<file path="src/rtl/uart_rx_frontend_if.sv">
// ---------------------------------------------------------------------------
// uart_rx_frontend_if
// Groups the serial line and the receive-register bus between the UART
// receiver front end and the peripheral block that consumes its bytes.
//   rxd          : serial line, idle high, asynchronous to the clock
//   rx_ack       : one-cycle pop/clear strobe from the peripheral block
//   rx_data      : received byte holding register
//   rx_status    : holding register full
//   rx_overrun   : sticky, a full byte was overwritten
//   rx_frame_err : sticky, a stop bit was sampled low
//   rx_busy      : a frame is in progress
// Modports: master = line/peripheral side, slave = receiver.
// ---------------------------------------------------------------------------
interface uart_rx_frontend_if;
   logic       rxd;
   logic       rx_ack;
   logic [7:0] rx_data;
   logic       rx_status;
   logic       rx_overrun;
   logic       rx_frame_err;
   logic       rx_busy;

   modport master (
      output rxd, rx_ack,
      input  rx_data, rx_status, rx_overrun, rx_frame_err, rx_busy
   );

   modport slave (
      input  rxd, rx_ack,
      output rx_data, rx_status, rx_overrun, rx_frame_err, rx_busy
   );
endinterface

</file>
<file path="src/rtl/uart_rx_frontend.sv">
// ---------------------------------------------------------------------------
// uart_rx_frontend
// 16x oversampled 8N1 serial receiver with a one-byte holding register.
// The line is double-flop synchronised, a start is only accepted after the
// line has genuinely been seen idle (high), and completed bytes are offered
// to the peripheral block with overrun and framing-error flags.
// Ports:
//   sysclk : single rising-edge clock
//   reset  : asynchronous active-low reset
//   bus    : uart_rx_frontend_if.slave (rxd, rx_ack in; rx_* out)
// Parameters: CLK_HZ, BAUD; DIV = CLK_HZ/(BAUD*16) clocks per oversample tick.
// ---------------------------------------------------------------------------
module uart_rx_frontend #(
   parameter int unsigned CLK_HZ = 100_000_000,
   parameter int unsigned BAUD   = 9600
) (
   input  logic              sysclk,
   input  logic              reset,
   uart_rx_frontend_if.slave bus
);
   localparam int unsigned   DIV        = CLK_HZ / (BAUD * 16);
   localparam int unsigned   PW         = (DIV < 2) ? 1 : $clog2(DIV);
   localparam logic [PW-1:0] PRESC_LAST = PW'(DIV - 1);

   generate
      if (DIV < 2) begin : g_div_check
         $error("uart_rx_frontend: CLK_HZ/(BAUD*16) must be at least 2");
      end
   endgenerate

   typedef enum logic [1:0] {IDLE, START, DATA, STOP} state_e;

   state_e        state_q, state_d;
   logic [1:0]    sync_q;                 // [0] first flop, [1] gives rxd_s
   logic [1:0]    sync_vld_q;             // marks sync flops holding real samples
   logic          armed_q, armed_d;
   logic [PW-1:0] presc_q, presc_d;
   logic [3:0]    samp_q, samp_d;
   logic [2:0]    bit_q, bit_d;
   logic [7:0]    shift_q, shift_d;
   logic          stop_bad_q, stop_bad_d;
   logic [7:0]    data_q, data_d;
   logic          status_q, status_d;
   logic          ovr_q, ovr_d;
   logic          ferr_q, ferr_d;
   logic          busy_q, busy_d;

   logic rxd_s;
   logic tick;
   logic load;
   logic ferr_set;

   assign rxd_s = sync_q[1];
   assign tick  = (presc_q == PRESC_LAST);

   // The sync flops reset high, so their reset value must not count as having
   // seen an idle line; only a sample that came through both flops arms us.
   assign armed_d = armed_q | (sync_vld_q[1] & rxd_s);

   // NOTE: every variable driven here gets a default first, so no path leaves
   // it unassigned and no latch is inferred.
   always_comb begin
      state_d    = state_q;
      presc_d    = tick ? '0 : presc_q + PW'(1);
      samp_d     = tick ? samp_q + 4'd1 : samp_q;
      bit_d      = bit_q;
      shift_d    = shift_q;
      stop_bad_d = stop_bad_q;
      load       = 1'b0;
      ferr_set   = 1'b0;

      unique case (state_q)
         IDLE: begin
            // Holding the prescaler at 0 here also gives START a clean entry.
            presc_d    = '0;
            stop_bad_d = 1'b0;
            if (armed_q && !rxd_s) state_d = START;
         end
         START: begin
            // 8th tick is the middle of the start bit; high means a glitch.
            if (tick && samp_q == 4'd7) begin
               if (!rxd_s) begin
                  state_d = DATA;
                  bit_d   = 3'd0;
               end else begin
                  state_d = IDLE;
               end
            end
         end
         DATA: begin
            if (tick && samp_q == 4'd15) begin
               shift_d = {rxd_s, shift_q[7:1]};   // LSB arrives first
               bit_d   = bit_q + 3'd1;
               if (bit_q == 3'd7) state_d = STOP;
            end
         end
         STOP: begin
            if (stop_bad_q) begin
               // A low stop bit may be a break; wait for the line to idle.
               if (rxd_s) state_d = IDLE;
            end else if (tick && samp_q == 4'd15) begin
               if (rxd_s) begin
                  load    = 1'b1;
                  state_d = IDLE;
               end else begin
                  ferr_set   = 1'b1;
                  stop_bad_d = 1'b1;
               end
            end
         end
         default: state_d = IDLE;
      endcase

      if (state_d != state_q) samp_d = 4'd0;
      busy_d = (state_d != IDLE);

      // Holding register: an ack clears everything, then a load in the same
      // cycle re-fills it; overrun only counts when the byte was not popped.
      data_d   = data_q;
      status_d = status_q;
      ovr_d    = ovr_q;
      ferr_d   = ferr_q;
      if (bus.rx_ack) begin
         status_d = 1'b0;
         ovr_d    = 1'b0;
         ferr_d   = 1'b0;
      end
      if (load) begin
         data_d   = shift_q;
         status_d = 1'b1;
         if (status_q && !bus.rx_ack) ovr_d = 1'b1;
      end
      if (ferr_set) ferr_d = 1'b1;
   end

   // NOTE: sequential state is assigned with non-blocking (<=) only, so every
   // register samples its pre-edge inputs regardless of statement order.
   always_ff @(posedge sysclk or negedge reset) begin
      if (!reset) begin
         // NOTE: the synchroniser resets to the idle-line level (1); all other
         // state, including the shift register, resets to zero.
         sync_q     <= 2'b11;
         sync_vld_q <= 2'b00;
         armed_q    <= 1'b0;
         state_q    <= IDLE;
         presc_q    <= '0;
         samp_q     <= 4'd0;
         bit_q      <= 3'd0;
         shift_q    <= 8'h00;
         stop_bad_q <= 1'b0;
         data_q     <= 8'h00;
         status_q   <= 1'b0;
         ovr_q      <= 1'b0;
         ferr_q     <= 1'b0;
         busy_q     <= 1'b0;
      end else begin
         sync_q     <= {sync_q[0], bus.rxd};
         sync_vld_q <= {sync_vld_q[0], 1'b1};
         armed_q    <= armed_d;
         state_q    <= state_d;
         presc_q    <= presc_d;
         samp_q     <= samp_d;
         bit_q      <= bit_d;
         shift_q    <= shift_d;
         stop_bad_q <= stop_bad_d;
         data_q     <= data_d;
         status_q   <= status_d;
         ovr_q      <= ovr_d;
         ferr_q     <= ferr_d;
         busy_q     <= busy_d;
      end
   end

   assign bus.rx_data      = data_q;
   assign bus.rx_status    = status_q;
   assign bus.rx_overrun   = ovr_q;
   assign bus.rx_frame_err = ferr_q;
   assign bus.rx_busy      = busy_q;
endmodule

</file>
<file path="src/flat_wrapper.sv">
// flat-port wrapper written by rule: the top's interface ports become plain ports
module uart_rx_frontend_flat 
#(
   parameter int unsigned CLK_HZ = 100_000_000,
   parameter int unsigned BAUD   = 9600
)
  (sysclk, reset, bus_rxd, bus_rx_ack, bus_rx_data, bus_rx_status, bus_rx_overrun, bus_rx_frame_err, bus_rx_busy);
  uart_rx_frontend_if bus_i ();
  input  logic sysclk;
  input  logic reset;
  input wire logic [$bits(bus_i.rxd)-1:0] bus_rxd;
  input wire logic [$bits(bus_i.rx_ack)-1:0] bus_rx_ack;
  output wire logic [$bits(bus_i.rx_data)-1:0] bus_rx_data;
  output wire logic [$bits(bus_i.rx_status)-1:0] bus_rx_status;
  output wire logic [$bits(bus_i.rx_overrun)-1:0] bus_rx_overrun;
  output wire logic [$bits(bus_i.rx_frame_err)-1:0] bus_rx_frame_err;
  output wire logic [$bits(bus_i.rx_busy)-1:0] bus_rx_busy;
  assign bus_i.rxd = bus_rxd;
  assign bus_i.rx_ack = bus_rx_ack;
  assign bus_rx_data = bus_i.rx_data;
  assign bus_rx_status = bus_i.rx_status;
  assign bus_rx_overrun = bus_i.rx_overrun;
  assign bus_rx_frame_err = bus_i.rx_frame_err;
  assign bus_rx_busy = bus_i.rx_busy;
  uart_rx_frontend #(.CLK_HZ(CLK_HZ), .BAUD(BAUD)) u_core (.sysclk(sysclk), .reset(reset), .bus(bus_i));
endmodule
</file>
<file path="config.mk">
export PLATFORM = sky130hd
export DESIGN_NAME = uart_rx_frontend_flat
export DESIGN_NICKNAME = d
export VERILOG_FILES = /design/src/rtl/uart_rx_frontend_if.sv /design/src/rtl/uart_rx_frontend.sv /design/src/flat_wrapper.sv
export SDC_FILE = /design/constraint.sdc
export NUM_CORES = 1
export LEC_CHECK = 0
export BUFFER_PORTS_ARGS = -buffer_cell sky130_fd_sc_hd__buf_2
export CAP_MARGIN = 20
export CORE_MARGIN = 5
export CORE_UTILIZATION = 40
export CTS_CLUSTER_DIAMETER = 50
export CTS_CLUSTER_SIZE = 28
export DETAILED_ROUTE_END_ITERATION = 8
export SETUP_SLACK_MARGIN = 0.05
export SYNTH_ARGS = -nofsm -noshare
export SYNTH_HDL_FRONTEND = slang
export SYNTH_SLANG_ARGS = --single-unit
</file>
<file path="constraint.sdc">
create_clock -name sysclk -period 2.3 [get_ports sysclk]
set_clock_uncertainty 0.2 [all_clocks]
set_input_delay 0.23 -clock sysclk [delete_from_list [all_inputs] [get_ports sysclk]]
set_output_delay 0.23 -clock sysclk [all_outputs]
set_load 0.02 [all_outputs]
</file>
Yosys cells after proc, flatten, opt, wreduce, memory -nomap -nowiden

Index checks and enable logic that the tools add are counted.
Widths: inputs -> output; s select.

Bits in writable memories: 0
Bits in latches: 0
Memory bits (read-only): 0
Logic and storage cells: 78
Output and inout port bits: 12
Memories: 0
Flip-flop bits (word level): 45

Eq/ne operators: 11
$add $sub $neg: 3
$lt $le $gt $ge: 0
Shift-type cells: 0
Bitwise gates (word level): 2
Multiply operators: 0
Mux-type cells: 33
Reductions and logical operators: 15
Divide/modulo/power cells: 0

Operators with widths:

| operator              | number |
|---|---|
| $mux 10               | 2 |
| $mux 2                | 8 |
| $mux 1                | 15 |
| $reduce_bool 2->1     | 6 |
| $add 10x1->10 const B | 1 |
| $eq 10x10->1 const B  | 1 |
| $mux 3                | 3 |
| $mux 4                | 2 |
| $pmux 2 s4            | 1 |
| $pmux 3 s2            | 1 |
| $add 4x1->4 const B   | 1 |
| $eq 2x2->1 const B    | 2 |
| $eq 4x3->1 const B    | 1 |
| $eq 4x4->1 const B    | 1 |
| $logic_and 1x1->1     | 4 |
| $ne 2x1->1 const B    | 2 |
| $reduce_and 4->1      | 1 |
| $add 3x1->3 const B   | 1 |
| $eq 3x3->1 const B    | 1 |
| $eq 2x1->1 const B    | 1 |
| $logic_not 1->1       | 2 |
| $logic_not 2->1       | 1 |
| $ne 2x2->1            | 1 |
| $ne 2x2->1 const B    | 1 |
| 4 further kinds       | 4 |

Depth between registers and ports, before layout

Gate-level depths: netlist of the first run.

Depth after elaboration: 7
Depth in mapped cells: 8
Gate-level depth less buffers: 7

Worst setup path after synthesis of the first run

No wires, ideal clock.

Path type: register to register
Start point: reg u_core.presc_q[5]
End point: reg u_core.data_q[0] (netlist: u_core.bus.rx_data[0])
Clock period less this slack: 2.585 ns
Data arrival time: 2.260 ns
Cell stages (with the launch flop): 7
Path slack: -0.285 ns
Path through: dfrtp_1 > or4b_4 > nor3_4 > nand4_2 > or3b_1 > buf_6 > mux2_4

Word-level cells in the longest chain between the ends: 5

Ends and longest elaborated chain:

| what                   | line                    | source |
|---|---|---|
| from (decl)            | uart_rx_frontend.sv:37  | `logic [PW-1:0] presc_q, presc_d;` |
| from (signal assigned) | uart_rx_frontend.sv:161 | `presc_q <= presc_d;` |
| $eq 10x10->1           | uart_rx_frontend.sv:54  | `assign tick = (presc_q == PRESC_LAST);` |
| $logic_and 1x1->1      | uart_rx_frontend.sv:101 | `end else if (tick && samp_q == 4'd15) begin` |
| $mux 1                 | uart_rx_frontend.sv:101 |  |
| $mux 1                 | uart_rx_frontend.sv:98  | `if (stop_bad_q) begin` |
| $mux 1                 | uart_rx_frontend.sv:72  | `unique case (state_q)` |
| to (signal assigned)   | uart_rx_frontend.sv:166 | `data_q <= data_d;` |
| to (decl)              | uart_rx_frontend.sv:42  | `logic [7:0] data_q, data_d;` |

No other way between the ends.
A chain may end at the register's enable or synchronous reset.

Worst setup path after layout of the first run

Same ends and word-level chain as after synthesis.

==> summary.md, run 1 <==
| Metric | Value |
|---|---|
| Clock Path Buffers | 2 |
| Crit start category | flop |
| Sequential area share after synthesis | 0.520 |
| Die extent in y | 83.6 um |
| Final hold viol count | 0 |
| Initial core utilization | 0.419 |
| Pre-CTS WS | -0.0718 ns |
| Synth area leaders | dfrtp_1 (50%), ha_1 (5.8%), mux2_4 (5.5%) |
| Final setup viols | 11 |
| Detailed router's first-iteration violation count | 58 |
| Outcome | complete, but fails checks |
| Crit path time final | 2.37 ns |
| Relative slew margins | 0.631 |
| Worst path required time | 2.28 ns |
| R2R cell count | 6 |
| Post-synth EDFFs | 0 |
| Critical path class | reg2reg |
| Lkg Pwr | 1.32 nW |
| Largest net degree at the start of global routing | 46 |
| CTS Sinks | 45 |
| WL/cell | 13.5 um |
| CTS tree | yes |
| DP HPWL | 2980 um |
| Initial antenna violation count | 0 |
| Root Driver | clkbuf_8 |
| Syn Area/Cell | 11.4 um^2 |
| Layout cell share with drive strength beyond 1 | 0.283 |
| Post-synth ARST share | 1.00 |
| Die width | 83.6 um |
| Top_reg_cell synth | dfrtp_1 |
| I/O Buffers | 15 |
| Crit end category | flop |
| Drt pass-1 iters | 4 |
| Commonest non-fill, non-tap cell in the layout | dfrtp_1 |
| Clock-pin slew on the worst setup and hold paths | 0.08 ns |
| Placer Congestion | 0.898 |
| Critical path origin | u_core.presc_q[5]$_DFF_PN0_ |
| Worst r2r src | u_core.presc_q[5]$_DFF_PN0_ |
| Synth area leader | dfrtp_1 |
| Placed cell count | 289 |
| Crit path capture | u_core.bus.rx_data[0]$_DFFE_PN0P_ |
| Flops & latches, synth | 45 |
| Tightest Pin Transition | 0.554 ns |
| Vias post-DR | 1,539 |
| Area share of the largest cell type after synthesis | 0.496 |
| Max Clk Rate | 422 MHz |
| Yosys cell types | 43 |
| Leading cell types in the layout, fill and taps excluded | dfrtp_1 (43), buf_4 (21), nor2_1 (16), buf_2 (15), nand2_1 (11) |
| Number of global-route vias before repair | 1,587 |
| Rows | 26 |
| RR Endpoint | u_core.bus.rx_data[0]$_DFFE_PN0P_ |
| Cts bufs inserted | 5 |
| Final nets | 246 |
| Max H-tree Level | 2 |
| Arr. time, crit path | 2.35 ns |
| Max Cap Viol | 0 |
| DRC | 0 |
| Pwr Density | 658 nW/um^2 |
| Vias per cell | 5.08 |
| Placeable Area | 5170 um^2 |
| Final Cycle Share | 1.03 |
| Worst Hold Launch | u_core.sync_q[0]$_DFF_PN1_ |
| Worst Hold Class | reg2reg |
| Total gr overflow | 0 |
| Maximum VDD drop | 0.493 mV |
| Cells after synthesis | 190 |
| All-Layer GR Usage | 0.131 |
| Routed wire length | 4100 um |
| Ys Warns | 0 |
| Overall power | 1.71 mW |
| RSZ-0062 raised after global routing | true |
| DP Area | 2450 um^2 |
| Top-Level Pins | 16 |
| Fin Setup TNS | -0.519 ns |
| Worst Path Max Fanout | 9 |
| R2R setup slack | -0.07 ns |
| Failing checks | negative setup slack |
| Final Cell Area | 2590 um^2 |
| Post-synthesis net count | 204 |
| Clk_lat worst skew | 0.29 ns |
| First-pass GRT wire length | 7400 um |
| Diodes inserted | 0 |
| Area Overhead vs Synth | 19.6% |
| Cell Area, Synth | 2170 um^2 |
| Fin cells | 303 |
| Die Area | 7000 um^2 |
| Setup ws final | -0.0702 ns |
| Fin. max-slew vios | 0 |
| ANT nets after route | 0 |
## through the flow
| stage | util | hold slack (ns) |
|---|---|---|
| 3_3_place_gp | 0.473 | 0.132 |
| 5_1_grt | 0.502 | 0.166 |
| 3_5_place_dp | 0.473 | 0.140 |
| 6_report | 0.502 | 0.158 |
| 4_1_cts | 0.502 | 0.161 |
| 2_1_floorplan | - | -0.266 |
## cell families (layout without fill, tap and decap cells)
| kind of cell | after synthesis | after routing | synth area share |
|---|---|---|---|
| other | 1 | 1 | 0.00173 |
| AND/OR/NAND/NOR | 66 | 66 | 0.168 |
| multiplexers | 16 | 16 | 0.0963 |
| AO/OA/AOI/OAI | 27 | 27 | 0.0836 |
| XOR/XNOR | 11 | 11 | 0.0444 |
| flip-flops | 45 | 45 | 0.520 |
| adder cells (fa/ha/maj) | 10 | 10 | 0.0577 |
| buffers and inverters | 14 | 57 | 0.0283 |
## area by class of cell
| type | instances | area [um^2] |
|---|---|---|
| inverters | 9 | 33.8 |
| clock buffers | 6 | 72.6 |
| repair buffers | 40 | 274 |
| flip-flops and latches | 45 | 1130 |
| multi-input cells | 131 | 982 |
| clock inverters | 2 | 16.3 |
| well taps | 70 | 87.6 |
| fillers | 480 | 2580 |
## timing repair
item	4_1_cts	5_1_grt
hold buffers	3	0
resized for setup	3	1
hold endpoints to repair	46	0
gates cloned	0	0
buffers inserted	3	0
endpoints found under the setup margin	20	26
## power breakdown
group / switching, mW / internal (mW) / total, mW
Sequential: 0.0335 / 0.836 / 0.870
Combinational: 0.208 / 0.151 / 0.359
Clock: 0.261 / 0.216 / 0.477
## cell usage after synthesis (2+ instances only)
cell type	instances
inv_1	9
nor4_1	2
nor3_1	6
and3_1	3
a211oi_1	2
nand3b_1	2
xnor2_1	4
mux2_2	7
mux2_4	8
xor2_1	7
a31oi_1	5
nor2_1	16
o21ai_0	7
nand2b_1	4
nand2_1	12
dfstp_2	2
a32o_1	2
nand3_1	3
a21oi_1	3
a41oi_1	2
ha_1	10
nand4_1	5
nor2b_1	5
dfrtp_1	43
clkbuf_1	3
## worst max-delay path: stages, from the launching register on
cell	delay [ns]
dfrtp_1	0.39
or4b_4	0.57
nor3_4	0.15
nand4_2	0.11
or3b_1	0.38
buf_6	0.16
mux2_4	0.30
## metal layers
layer	vias to the layer above	global-route usage	wire length, um
met5	-	0	0
met4	0	0.0599	95
met3	9	0.0296	108
met2	20	0.213	1990
met1	754	0.166	1900
li1	756	-	-
## sequential cells by signal, summed over array words and instances, names as in the netlist, 2 cells and up
register            flops
u_core.shift_q          8
u_core.state_q          2
u_core.bit_q            3
u_core.samp_q           4
u_core.presc_q         10
u_core.sync_q           2
u_core.bus.rx_data      8
u_core.sync_vld_q       2
## worst min-delay path by stage
stage                                                end  slack, ns  cells after the start
final                         u_core.sync_q[1]$_DFF_PN1_       0.16                      0
after global routing      u_core.sync_vld_q[1]$_DFF_PN0_       0.17                      0
after CTS                     u_core.sync_q[1]$_DFF_PN1_       0.16                      0
after detailed placement      u_core.sync_q[0]$_DFF_PN1_       0.14                      1
after global placement    u_core.sync_vld_q[1]$_DFF_PN0_       0.13                      0
after floorplan                 u_core.armed_q$_DFF_PN0_      -0.27                      0
No activity file was read; power rests on OpenSTA's default activity.
==> run 2: changes to the inputs <==
--- a/config.mk
+++ b/config.mk
@@ -5,7 +5,7 @@
 export SDC_FILE = /design/constraint.sdc
 export NUM_CORES = 1
 export LEC_CHECK = 0
-export BUFFER_PORTS_ARGS = -buffer_cell sky130_fd_sc_hd__buf_2
+export BUFFER_PORTS_ARGS = -buffer_cell sky130_fd_sc_hd__clkbuf_2
 export CAP_MARGIN = 20
 export CORE_MARGIN = 5
 export CORE_UTILIZATION = 40
==> summary.md, run 2 (synthesis gave the netlist of run 1 again) <==
| Metric | Value |
|---|---|
| Number of global-route vias before repair | 1,596 |
| Total gr overflow | 0 |
| Max Clk Rate | 423 MHz |
| Largest net degree at the start of global routing | 35 |
| Number of buffers and inverters on the critical path | 1 |
| Layout cell share with drive strength beyond 1 | 0.313 |
| CP Cell Sequence | or4b_4, nor3_4, nand4_2, or3b_4, buf_8, mux2_4 |
| Routed wire length | 4250 um |
| Setup ws final | -0.0650 ns |
| I/O Buffers | 15 |
| Die width | 83.6 um |
| Worst Path Max Fanout | 9 |
| Leading cell types in the layout, fill and taps excluded | dfrtp_1 (42), buf_4 (20), nor2_1 (16), clkbuf_2 (15), nand2_1 (11) |
| Crit end category | flop |
| First-pass GRT wire length | 7820 um |
| Clock Path Buffers | 2 |
| RSZ-0062 raised after global routing | true |
| Largest Register | u_core.presc_q |
| Worst stage delay on the critical path | 0.57 ns |
| Failing checks | negative setup slack |
| RR Endpoint | u_core.bus.rx_data[5]$_DFFE_PN0P_ |
| DP HPWL | 3080 um |
| CTS Sinks | 45 |
| WL/cell | 14.0 um |
| Detailed router's first-iteration violation count | 54 |
| Fin. max-slew vios | 0 |
| Diodes inserted | 0 |
| Hold WS | 0.149 ns |
| Pwr Density | 697 nW/um^2 |
| Placer Congestion | 0.893 |
| Clock-pin slew on the worst setup and hold paths | 0.10 ns |
| Critical path class | reg2reg |
| Worst path required time | 2.30 ns |
| Pre-CTS WS | -0.0712 ns |
| Slowest stage cell, crit path | or4b_4 |
| Rows | 26 |
| Seq. cell area | 1130 um^2 |
| Lkg Pwr | 1.34 nW |
| Placeable Area | 5170 um^2 |
| Cts bufs inserted | 5 |
| Maximum VDD drop | 0.409 mV |
| All-Layer GR Usage | 0.139 |
| Initial antenna violation count | 0 |
| Final nets | 246 |
| Top-Level Pins | 16 |
| Vias post-DR | 1,519 |
| Vias per cell | 5.01 |
| DRC | 0 |
| Outcome | complete, but fails checks |
| Arr. time, crit path | 2.37 ns |
| Worst Hold Class | in2async |
| Max Cap Viol | 0 |
| Root Driver | clkbuf_8 |
| Drt pass-1 iters | 4 |
| Final hold viol count | 0 |
| CTS tree | yes |
| Crit start category | flop |
| Area of the multi-input gates | 1000 um^2 |
| Commonest non-fill, non-tap cell in the layout | dfrtp_1 |
| R2R cell count | 6 |
| Crit path time final | 2.36 ns |
| Fillcell total | 453 |
| Die Area | 7000 um^2 |
| Final setup viols | 8 |
| Max H-tree Level | 2 |
| R2R setup slack | -0.06 ns |
| Worst r2r src | u_core.presc_q[5]$_DFF_PN0_ |
| Clk_lat worst skew | 0.31 ns |
| Initial core utilization | 0.419 |
| ANT nets after route | 0 |
| Die extent in y | 83.6 um |
| CP top delay family | simple AND/OR/NAND/NOR gates |
| Area Overhead vs Synth | 22.7% |
| Final Cycle Share | 1.03 |
| Max reg flops | 10 |
-- run 2: routing by layer --
layer,track usage,wire (um),vias to the layer above,share of wire
li1,-,-,750,-
met1,0.188,2100,740,0.49
met2,0.210,1930,21,0.46
met3,0.0296,114,8,0.027
met4,0.0702,101,0,0.024
met5,0,0,-,0
-- run 2: final cells by class --
class,instances,area share
flip-flops and latches,45,0.424
clock inverters,3,0.0179
repair buffers,40,0.109
inverters,9,0.0127
multi-input cells,131,0.377
clock buffers,5,0.0258
well taps,70,0.0329
-- run 2: power by group --
part | leakage [nW] | total (mW) | switching, mW | internal [mW]
logic | 0.675 | 0.353 | 0.215 | 0.138
registers | 0.604 | 0.873 | 0.0347 | 0.838
clock network | 0.0591 | 0.629 | 0.298 | 0.332
total | 1.34 | 1.86 | 0.548 | 1.31
-- run 2: worst max-delay path by stage --
stage                                            from  cells after the start  slack, ns                                end
after global routing      u_core.presc_q[4]$_DFF_PN0_                      6      -0.14  u_core.bus.rx_data[4]$_DFFE_PN0P_
after global placement    u_core.presc_q[5]$_DFF_PN0_                      6      -0.04  u_core.bus.rx_data[6]$_DFFE_PN0P_
after floorplan           u_core.presc_q[5]$_DFF_PN0_                      6      -0.23  u_core.bus.rx_data[0]$_DFFE_PN0P_
after detailed placement  u_core.presc_q[5]$_DFF_PN0_                      6      -0.07  u_core.bus.rx_data[5]$_DFFE_PN0P_
final                     u_core.presc_q[5]$_DFF_PN0_                      6      -0.06  u_core.bus.rx_data[5]$_DFFE_PN0P_
after CTS                 u_core.presc_q[5]$_DFF_PN0_                      6      -0.06  u_core.bus.rx_data[5]$_DFFE_PN0P_
-- run 2: per-stage QoR --
step / total power, mW / setup TNS (ns) / cell area [um^2] / instances / util
6_report: 1.86 / -0.472 / 2660 / 303 / 0.515
5_1_grt: 1.98 / -1.07 / 2660 / 303 / 0.515
4_1_cts: 1.87 / -0.437 / 2630 / 302 / 0.508
3_5_place_dp: 1.23 / -0.627 / 2470 / 290 / 0.477
3_3_place_gp: 1.23 / -0.367 / 2470 / 290 / 0.477
2_1_floorplan: 1.09 / -2.57 / 2170 / 190 / -
-- run 2: timing repair --
| action | in CTS | in global routing |
|---|---|---|
| resized for setup | 3 | 7 |
| pin swaps | 0 | 3 |
| endpoints found under the hold margin | 47 | 0 |
| endpoints found under the setup margin | 20 | 26 |
| cloned | 0 | 0 |
| buffers inserted | 1 | 2 |
| hold buffers | 3 | 0 |
